<file path="src/rtl/uart_pkg.sv">
// Shared UART constants and the FSM state encoding (also used by the transmitter).
package uart_pkg;

    localparam int unsigned CLK_HZ       = 12_000_000;
    localparam int unsigned BAUD_DEFAULT = 115_200;
    localparam int unsigned DATA_W       = 8;

    function automatic int unsigned clks_per_bit(input int unsigned clk_hz, input int unsigned baud);
        return clk_hz / baud;
    endfunction

    // 12 MHz / 115200 truncates to 104 cycles per bit
    localparam int unsigned CLKS_PER_BIT_DEFAULT = clks_per_bit(CLK_HZ, BAUD_DEFAULT);

    typedef enum logic [1:0] {
        ST_IDLE  = 2'd0,
        ST_START = 2'd1,
        ST_DATA  = 2'd2,
        ST_STOP  = 2'd3
    } uart_state_e;

endpackage

</file>
<file path="src/rtl/uart_rx_fifo.sv">
// Receive FIFO: extra-MSB pointers, registered head byte and status flags.
module uart_rx_fifo
    import uart_pkg::*;
#(
    parameter int unsigned DEPTH = 4,
    parameter int unsigned W     = DATA_W
) (
    input  logic         clk,
    input  logic         rst_n,
    input  logic         push_i,
    input  logic [W-1:0] din_i,
    input  logic         pop_i,
    output logic [W-1:0] head_o,
    output logic         empty_o,
    output logic         full_o,
    output logic         drop_c_o
);

    localparam int unsigned AW = $clog2(DEPTH);
    localparam int unsigned PW = AW + 1;

    logic [W-1:0]  mem_q [DEPTH];
    logic [PW-1:0] wr_ptr_q, wr_ptr_d;
    logic [PW-1:0] rd_ptr_q, rd_ptr_d;
    logic [W-1:0]  head_q, head_d;
    logic          empty_q, full_q;
    logic          do_push_c, do_pop_c;

    // A pop on empty is ignored; a push on full only lands if a pop frees a slot.
    always_comb begin
        do_pop_c  = pop_i & ~empty_q;
        do_push_c = push_i & (~full_q | do_pop_c);
        drop_c_o  = push_i & full_q & ~do_pop_c;
        wr_ptr_d  = wr_ptr_q + PW'(do_push_c);
        rd_ptr_d  = rd_ptr_q + PW'(do_pop_c);
        head_d    = head_q;
        if (rd_ptr_d != wr_ptr_d) begin
            // bypass when the next head is the entry being written this cycle
            if (do_push_c && (rd_ptr_d == wr_ptr_q)) begin
                head_d = din_i;
            end else begin
                head_d = mem_q[rd_ptr_d[AW-1:0]];
            end
        end
    end

    always_ff @(posedge clk) begin
        if (do_push_c) begin
            mem_q[wr_ptr_q[AW-1:0]] <= din_i;
        end
    end

    always_ff @(posedge clk or negedge rst_n) begin
        if (!rst_n) begin
            wr_ptr_q <= '0;
            rd_ptr_q <= '0;
            head_q   <= '0;
            empty_q  <= 1'b1;
            full_q   <= 1'b0;
        end else begin
            wr_ptr_q <= wr_ptr_d;
            rd_ptr_q <= rd_ptr_d;
            head_q   <= head_d;
            empty_q  <= (rd_ptr_d == wr_ptr_d);
            full_q   <= (rd_ptr_d[PW-1] != wr_ptr_d[PW-1]) &&
                        (rd_ptr_d[AW-1:0] == wr_ptr_d[AW-1:0]);
        end
    end

    assign head_o  = head_q;
    assign empty_o = empty_q;
    assign full_o  = full_q;

endmodule

</file>
<file path="src/rtl/uart_rx.sv">
// 8N1 UART receiver: pin synchroniser, mid-bit sampling FSM, byte FIFO, sticky errors.
module uart_rx
    import uart_pkg::*;
#(
    parameter int unsigned CLKS_PER_BIT = CLKS_PER_BIT_DEFAULT,
    parameter int unsigned DEPTH        = 4
) (
    input  logic              clk12MHz,
    input  logic              resetn,
    input  logic              rx,
    output logic [DATA_W-1:0] recvData,
    output logic              valid,
    input  logic              recvAck,
    output logic              overrun,
    output logic              frameErr,
    input  logic              clearErr
);

    localparam int unsigned CNT_W = $clog2(CLKS_PER_BIT);
    localparam logic [CNT_W-1:0] CNT_HALF = CNT_W'(CLKS_PER_BIT / 2 - 1);
    localparam logic [CNT_W-1:0] CNT_FULL = CNT_W'(CLKS_PER_BIT - 1);

    logic              rx_meta_q, rx_s_q, rx_d_q;
    uart_state_e       state_q, state_d;
    logic [CNT_W-1:0]  cnt_q, cnt_d;
    logic [2:0]        bit_idx_q, bit_idx_d;
    logic [DATA_W-1:0] shreg_q, shreg_d;
    logic              push_q, push_d;
    logic              frame_err_q, frame_err_d;
    logic              overrun_q, overrun_d;
    logic              ferr_set_c;
    logic              fifo_empty, fifo_full, fifo_drop_c;
    logic [DATA_W-1:0] fifo_head;
    logic              unused_fifo_full;

    // Two-stage synchroniser plus one delayed copy for falling-edge detection.
    always_ff @(posedge clk12MHz or negedge resetn) begin
        if (!resetn) begin
            rx_meta_q <= 1'b1;
            rx_s_q    <= 1'b1;
            rx_d_q    <= 1'b1;
        end else begin
            rx_meta_q <= rx;
            rx_s_q    <= rx_meta_q;
            rx_d_q    <= rx_s_q;
        end
    end

    always_comb begin
        state_d    = state_q;
        cnt_d      = cnt_q;
        bit_idx_d  = bit_idx_q;
        shreg_d    = shreg_q;
        push_d     = 1'b0;
        ferr_set_c = 1'b0;
        unique case (state_q)
            ST_IDLE: begin
                // only a fresh falling edge starts a frame, so a held-low line stays idle
                if (rx_d_q && !rx_s_q) begin
                    state_d = ST_START;
                    cnt_d   = CNT_HALF;
                end
            end
            ST_START: begin
                if (cnt_q == '0) begin
                    if (!rx_s_q) begin
                        state_d   = ST_DATA;
                        cnt_d     = CNT_FULL;
                        bit_idx_d = 3'd0;
                    end else begin
                        state_d = ST_IDLE;
                    end
                end else begin
                    cnt_d = cnt_q - CNT_W'(1);
                end
            end
            ST_DATA: begin
                if (cnt_q == '0) begin
                    shreg_d   = {rx_s_q, shreg_q[DATA_W-1:1]};
                    cnt_d     = CNT_FULL;
                    bit_idx_d = bit_idx_q + 3'd1;
                    if (bit_idx_q == 3'd7) begin
                        state_d = ST_STOP;
                    end
                end else begin
                    cnt_d = cnt_q - CNT_W'(1);
                end
            end
            ST_STOP: begin
                if (cnt_q == '0) begin
                    state_d    = ST_IDLE;
                    push_d     = rx_s_q;
                    ferr_set_c = ~rx_s_q;
                end else begin
                    cnt_d = cnt_q - CNT_W'(1);
                end
            end
            default: state_d = ST_IDLE;
        endcase
    end

    // Error flags are sticky; a new error in the same cycle as clearErr wins.
    always_comb begin
        frame_err_d = ferr_set_c | (frame_err_q & ~clearErr);
        overrun_d   = fifo_drop_c | (overrun_q & ~clearErr);
    end

    always_ff @(posedge clk12MHz or negedge resetn) begin
        if (!resetn) begin
            state_q     <= ST_IDLE;
            cnt_q       <= '0;
            bit_idx_q   <= '0;
            shreg_q     <= '0;
            push_q      <= 1'b0;
            frame_err_q <= 1'b0;
            overrun_q   <= 1'b0;
        end else begin
            state_q     <= state_d;
            cnt_q       <= cnt_d;
            bit_idx_q   <= bit_idx_d;
            shreg_q     <= shreg_d;
            push_q      <= push_d;
            frame_err_q <= frame_err_d;
            overrun_q   <= overrun_d;
        end
    end

    uart_rx_fifo #(
        .DEPTH (DEPTH),
        .W     (DATA_W)
    ) u_fifo (
        .clk      (clk12MHz),
        .rst_n    (resetn),
        .push_i   (push_q),
        .din_i    (shreg_q),
        .pop_i    (recvAck),
        .head_o   (fifo_head),
        .empty_o  (fifo_empty),
        .full_o   (fifo_full),
        .drop_c_o (fifo_drop_c)
    );

    // overrun comes from the FIFO drop strobe; full is not needed at this level
    assign unused_fifo_full = fifo_full;

    assign recvData = fifo_head;
    assign valid    = ~fifo_empty;
    assign overrun  = overrun_q;
    assign frameErr = frame_err_q;

endmodule

</file>
<file path="config.mk">
export PLATFORM = sky130hd
export DESIGN_NAME = uart_rx
export DESIGN_NICKNAME = d
export VERILOG_FILES = /design/src/rtl/uart_pkg.sv /design/src/rtl/uart_rx_fifo.sv /design/src/rtl/uart_rx.sv
export SDC_FILE = /design/constraint.sdc
export NUM_CORES = 1
export LEC_CHECK = 0
export ABC_AREA = 1
export CAP_MARGIN = 20
export CORE_MARGIN = 4
export CORE_UTILIZATION = 45
export DETAILED_ROUTE_END_ITERATION = 10
export PLACE_DENSITY = 0.69
export SLEW_MARGIN = 20
export SYNTH_ARGS = -nofsm -noshare
export SYNTH_HDL_FRONTEND = slang
export SYNTH_SLANG_ARGS = --single-unit
</file>
<file path="constraint.sdc">
create_clock -name clk12MHz -period 4.8 [get_ports clk12MHz]
set_input_delay 0.96 -clock clk12MHz [delete_from_list [all_inputs] [get_ports clk12MHz]]
set_output_delay 0.96 -clock clk12MHz [all_outputs]
set_load 0.005 [all_outputs]
</file>
==> impl_metrics.csv, run 1 <==
group,metric,value,unit
floorplan,io_pins,16,
pwr,cellLeakagePower,1.77,nW
setup_path,crit_arrival,3.41,ns
logic_synthesis,synth_edf_count,32,
logic_synthesis,synth_top_area_share,27.7,%
drt,vias,2539,
pwr,switching_share,39.9,%
hold_path,hold-path-cell-count,0,
cells_and_area,nets,402,
cells_and_area,fillCellCount,670,
timing,fmax,0.321,GHz
logic_synthesis,syn-num-nets,378,
floorplan,die_area,9180,sq um
logic_synthesis,syn_area_per_cell,9.61,sq um
pwr,fin_total_pwr,2.23,mW
place,gp_congestion,0.817,
cts,clock_latency,0.35,ns
setup_path,path_delay_family,"simple AND/OR/NAND/NOR gates",
pwr,intPower,1.34,mW
cts,cts_buffers,9,
setup_path,worstPathRequired,5.09,ns
floorplan,initial_utilization,47.1,%
logic_synthesis,ys_types,32,
setup_path,crit_cells,11,
logic_synthesis,synth_area_leaders,"edfxtp_1 (28%), dfrtp_1 (27%), nand2_1 (11%)",
cts,cts_sinks,74,
global_routing,grt_usage,17.4,%
drt,via_per_inst,5.19,
logic_synthesis,synthesis.area,3470,sq um
global_routing,grt_pass1_vias,2438,
timing,rsz0062_at_grt,"false",
logic_synthesis,yosys_warnings,0,
timing,timing.final.crit_period,3.12,ns
drt,first_pass_iters,4,
place,hpwl,4.98,mm
global_routing,grt_antenna_before_repair,0,
setup_path,crit_path_end_kind,"register",
drt,drc_errors,0,
logic_synthesis,yosys.area.top_type,"edfxtp_1",
logic_synthesis,synthArstFlopShare,56.8,%
global_routing,grt_pass1_wl,11.8,mm
setup_path,setup.worst_path.class,"in2reg",
setup_path,worstRegToRegCells,11,
logic_synthesis,synth_commonest_cells,"nand2_1 (99), nand3_1 (60), inv_1 (39)",
cells_and_area,antenna_cells,0,
drt,wl_per_cell,14.5,um
place,io_buffers,15,
global_routing,grt-ovfl-total,0,
cts,htree_num_levels,3,
cts,ctsRootBufferMaster,"clkbuf_8",
drt,drt_iter0_markers,157,
cells_and_area,drive_gt1_share,11.3,%
timing,timing.setup.tns,0,ns
pwr,power.density,564,nW/um^2
outcome,run_status,"complete, no violations",
setup_path,crit_path_max_fanout,19,
timing,timing.final.crit_share,65.0,%
timing,hold_viol,0,
timing,final_max_slew_viol_count,0,
setup_path,start_kind,"input pin",
pwr,power.clock.fraction,22.6,%
logic_synthesis,synthMostInstantiatedCell,"nand2_1",
cells_and_area,syn_to_final_growth,13.8,%
logic_synthesis,ys.flop_type,"dfrtp_1",
setup_path,crit_chain,"clkdlybuf4s50_1 > nand3_4 > inv_1 > ha_1 > xnor2_1 > nand3_1 > nor2_4 > nand2_2 > nand2_1 > nand3_1 > nand2_1",
timing,tightestPinTransition,0.928,ns
logic_synthesis,synth_cells,361,
setup_path,crit_slowest_cell,"ha_1",
pwr,p_sw,0.890,mW
cts,cts_tree,"yes",
run,cap_violations,0,
floorplan,die_w,95.8,um
cts,cts_resized,0,
setup_path,cp_slowest_stage_delay,0.61,ns
cts,postCtsSetupBuffers,0,
timing,fin_skew,0.0149,ns
drt,wl,7.09,mm
floorplan,core,7370,sq um
hold_path,min-delay-path-class,"reg2reg",
drt,final_antenna_net_count,0,
pwr,combPwrFrac,39.9,%
global_routing,grt_max_degree,43,
cts,hold_buffers,0,
timing,setup_viol,0,
floorplan,die_h,95.8,um
logic_synthesis,ys_ff_latch,74,
pwr,ir_drop,0.265,mV
timing,maxSlewHeadroom,38.1,%
pwr,pwr-share-seq,37.6,%
cts,clk_pin_slew_worst_paths,0.09,ns
cts,cts_max_path_buffers,2,
logic_synthesis,ys_seq_area_share,58.1,%
floorplan,row_count,31,
setup_path,crit_buf_inv,2,
## state kept, by name, summed over array words and instances, names as in the netlist, named ones only
register / flops
u_fifo.mem_q: 32
shreg_q: 8
u_fifo.head_o: 8
cnt_q: 7
bit_idx_q: 3
u_fifo.rd_ptr_q: 3
u_fifo.wr_ptr_q: 3
frameErr: 1
overrun: 1
push_q: 1
rx_d_q: 1
rx_meta_q: 1
rx_s_q: 1
state_q: 1
u_fifo.empty_o: 1
u_fifo.full_o: 1
## power groups by stage
stage | logic [mW] | registers, mW | clock network (mW)
6_report | 0.888 | 0.837 | 0.503
5_1_grt | 1.02 | 0.851 | 0.535
4_1_cts | 0.895 | 0.837 | 0.510
3_5_place_dp | 0.888 | 0.848 | 0
3_3_place_gp | 0.857 | 0.847 | 0
2_1_floorplan | 0.630 | 0.835 | 0
## metrics by stage
stage	setup slack (ns)	std cells	area, sq um	utilization (%)	hold slack, ns
after detailed placement	1.36	473	3740	50.7	0.349
after CTS	1.68	489	3950	53.6	0.362
after global routing	1.49	489	3950	53.6	0.368
after global placement	1.40	473	3730	50.7	0.348
final	1.68	489	3950	53.6	0.361
after floorplan	2.20	361	3470	-	0.345
## area by class of cell
cell class / count / area, sq um / share of cell area [%]
Sequential cell: 74 / 2020 / 51.1
Multi-Input combinational cell: 238 / 1260 / 31.9
Inverter: 44 / 171 / 4.34
Timing Repair Buffer: 18 / 168 / 4.24
Clock buffer: 10 / 138 / 3.48
Tap cell: 99 / 124 / 3.14
Clock inverter: 6 / 73.8 / 1.87
## layer usage
metal  up-vias  wire (um)  track usage [%]
li1       1247          -                -
met1      1224       3230             23.9
met2        58       3330             27.0
met3        10        403             3.13
met4         0        125             7.82
met5         -          0                0
## path summary, 6_finish.rpt
path                       slack, ns            endpoint      startpoint
setup / recovery                1.68    u_fifo.head_o[1]         recvAck
setup reg to reg                2.21    u_fifo.head_o[1]  u_fifo.empty_o
min in group asynchronous       0.74    u_fifo.head_o[4]          resetn
hold reg to reg                 0.36              rx_s_q       rx_meta_q
max in group asynchronous       3.46  u_fifo.wr_ptr_q[2]          resetn
hold / removal                  0.36              rx_s_q       rx_meta_q
## worst register-to-register path: stages (launching register included)
cell and delay, ns:
dfstp_2 0.55, inv_2 0.07, nand3_4 0.19, inv_1 0.08, ha_1 0.61, xnor2_1 0.18, nand3_1 0.14, nor2_4 0.25
nand2_2 0.18, nand2_1 0.13, nand3_1 0.08, nand2_1 0.06
## cells by family (layout without fill, tap and decap cells)
kind of cell             Yosys count  after routing  synth area share [%]
AND/OR/NAND/NOR                  191            191                  26.0
flip-flops                        74             74                  58.1
buffers and inverters             49             78                  5.77
AO/OA/AOI/OAI                     30             30                  4.51
adder cells (fa/ha/maj)           12             12                  4.33
XOR/XNOR                           5              5                  1.26
## cells in the final DEF, fill, tap and decap left out, types with 4 or more instances in the layout
cell / n
nor2_1: 11
inv_1: 39
nand2_1: 99
dfrtp_1: 38
edfxtp_1: 32
clkdlybuf4s50_1: 14
ha_1: 12
dfstp_2: 4
nand2_2: 4
nand3_1: 60
o21ai_1: 6
clkbuf_8: 10
clkinv_4: 5
o21ai_0: 18
Power figures use the tool's default switching activity.
==> inputs of run 2 (changes only) <==
--- a/config.mk
+++ b/config.mk
@@ -10,7 +10,7 @@
 export CORE_MARGIN = 4
 export CORE_UTILIZATION = 45
 export DETAILED_ROUTE_END_ITERATION = 10
-export PLACE_DENSITY = 0.69
+export PLACE_DENSITY = 0.72
 export SLEW_MARGIN = 20
 export SYNTH_ARGS = -nofsm -noshare
 export SYNTH_HDL_FRONTEND = slang
==> constraint.sdc (replaced) <==
create_clock -name clk12MHz -period 2.8 [get_ports clk12MHz]
set_input_delay 0.56 -clock clk12MHz [delete_from_list [all_inputs] [get_ports clk12MHz]]
set_output_delay 0.56 -clock clk12MHz [all_outputs]
set_load 0.005 [all_outputs]
==> run 2 against run 1 <==
First-iteration DRC count is 2.5% lower; register-to-register slack worse by 1.6 ns; combinational power grew 76%; sequential share of layout area fell by 0.37 points; core utilization increased by 0.39 points; total power rose by 73%; non-clock buffer count is 5 higher; final cell count increased by 1.0%; critical path type unchanged; highest routed layer unchanged.
==> impl_metrics.csv, run 2 (same netlist as run 1, synthesis figures left out) <==
group,metric,value,unit
global_routing,grt_max_degree,43,
timing,hold_viol,0,
place,place_ws,0.0975,ns
drt,via_per_inst,5.13,
cts,cts_buffers,9,
floorplan,initial_utilization,47.1,%
place,gp_congestion,0.844,
timing,final_max_slew_viol_count,0,
pwr,combPwrFrac,40.4,%
timing,timing.setup.tns,0,ns
cts,ctsRootBufferMaster,"clkbuf_8",
floorplan,io_pins,16,
pwr,fin_total_pwr,3.85,mW
timing,fin_skew,0.00675,ns
cells_and_area,final_cells,494,
timing,setup_viol,0,
floorplan,row_count,31,
cts,clk_pin_slew_worst_paths,0.08,ns
cells_and_area,antenna_cells,0,
cells_and_area,nets,407,
setup_path,start_kind,"input pin",
drt,wl,6.98,mm
setup_path,crit_path_end_kind,"register",
global_routing,grt_pass1_vias,2542,
timing,hold_ws,0.355,ns
pwr,power.clock.fraction,22.3,%
pwr,intPower,2.31,mW
cells_and_area,fillCellCount,619,
setup_path,crit_arrival,2.57,ns
cts,cts_tree,"yes",
cells_and_area,regArea,2020,sq um
pwr,cellLeakagePower,1.79,nW
cts,postCtsSetupBuffers,0,
global_routing,grt_pass1_wl,11.8,mm
cells_and_area,largest_reg_flops,32,
place,dpl-instance-area,3770,sq um
run,cap_violations,0,
floorplan,core,7370,sq um
pwr,power.density,968,nW/um^2
timing,timing.final.crit_share,83.2,%
place,hpwl,4.90,mm
cts,cts_max_path_buffers,2,
cts,htree_num_levels,3,
cts,cts_resized,0,
timing,tightestPinTransition,0.955,ns
pwr,switching_share,39.9,%
cts,cts_sinks,74,
timing,fmax,0.429,GHz
place,dp_cells,478,
cells_and_area,final_common_cell,"nand2_1",
timing,maxSlewHeadroom,36.4,%
global_routing,grt-ovfl-total,0,
cells_and_area,multi_input_area,1250,sq um
global_routing,grt_antenna_before_repair,0,
cells_and_area,drive_gt1_share,12.2,%
floorplan,die_h,95.8,um
cells_and_area,syn_to_final_growth,14.6,%
cts,hold_buffers,0,
cells_and_area,final_cell_mix,"nand2_1 (99), nand3_1 (60), inv_1 (39)",
setup_path,worstPathRequired,3.04,ns
hold_path,min-delay-path-class,"in2async",
timing,rsz0062_at_grt,"false",
setup_path,crit_path_max_fanout,9,
cts,clock_latency,0.35,ns
floorplan,die_area,9180,sq um
pwr,pwr-share-seq,37.3,%
setup_path,setup.worst_path.class,"in2reg",
timing,timing.final.crit_period,2.33,ns
place,io_buffers,15,
drt,drt_iter0_markers,153,
pwr,p_sw,1.54,mW
pwr,ir_drop,0.520,mV
drt,drc_errors,0,
floorplan,die_w,95.8,um
cells_and_area,utilization,54.0,%
drt,wl_per_cell,14.1,um
timing,timing.final.ws_setup,0.469,ns
cells_and_area,final_area,3980,sq um
drt,final_antenna_net_count,0,
drt,vias,2533,
outcome,run_status,"complete, no violations",
global_routing,grt_usage,16.9,%
drt,first_pass_iters,5,
[run 2: final timing paths]
path	from	endpoint	slack, ns	depth (start not counted)
max	recvAck	u_fifo.head_o[4]	0.47	14
min	resetn	bit_idx_q[1]	0.36	1
max reg2reg	u_fifo.empty_o	u_fifo.head_o[4]	0.58	14
min reg2reg	rx_meta_q	rx_s_q	0.36	0
max in group asynchronous	resetn	shreg_q[1]	1.85	1
min in group clk12MHz	rx_meta_q	rx_s_q	0.36	0
[run 2: critical path, stage by stage]
cell and delay (ns):
clkdlybuf4s50_1 0.47, nand2_2 0.14, nand2_1 0.07, nand2_1 0.08, inv_1 0.04, ha_1 0.17, ha_1 0.18, or2_1 0.24
nand2_1 0.08, nand2_1 0.05, nand2_1 0.12, nand3_4 0.16, nand3_1 0.14, nand2_1 0.06
[run 2: metal layers]
layer	global-route usage, %	share of wire, %	vias up
met1	20.3	42	1218
met3	2.97	4.6	12
met2	29.2	52	55
met4	8.29	1.8	0
li1	-	-	1248
met5	0	0	-
[run 2: area by class of cell]
type / count / share of cell area [%]
inverters: 44 / 4.31
clock buffers: 9 / 3.11
repair buffers: 23 / 5.16
well taps: 99 / 3.11
clock inverters: 7 / 2.11
flip-flops and latches: 74 / 50.7
multi-input cells: 238 / 31.5
[run 2: power groups by stage]
stage,registers (mW),logic (mW),clock network [mW]
floorplan,1.43,1.08,0
global route,1.46,1.79,0.925
finish,1.44,1.56,0.857
CTS,1.44,1.57,0.871
global placement,1.46,1.50,0
detailed placement,1.46,1.57,0
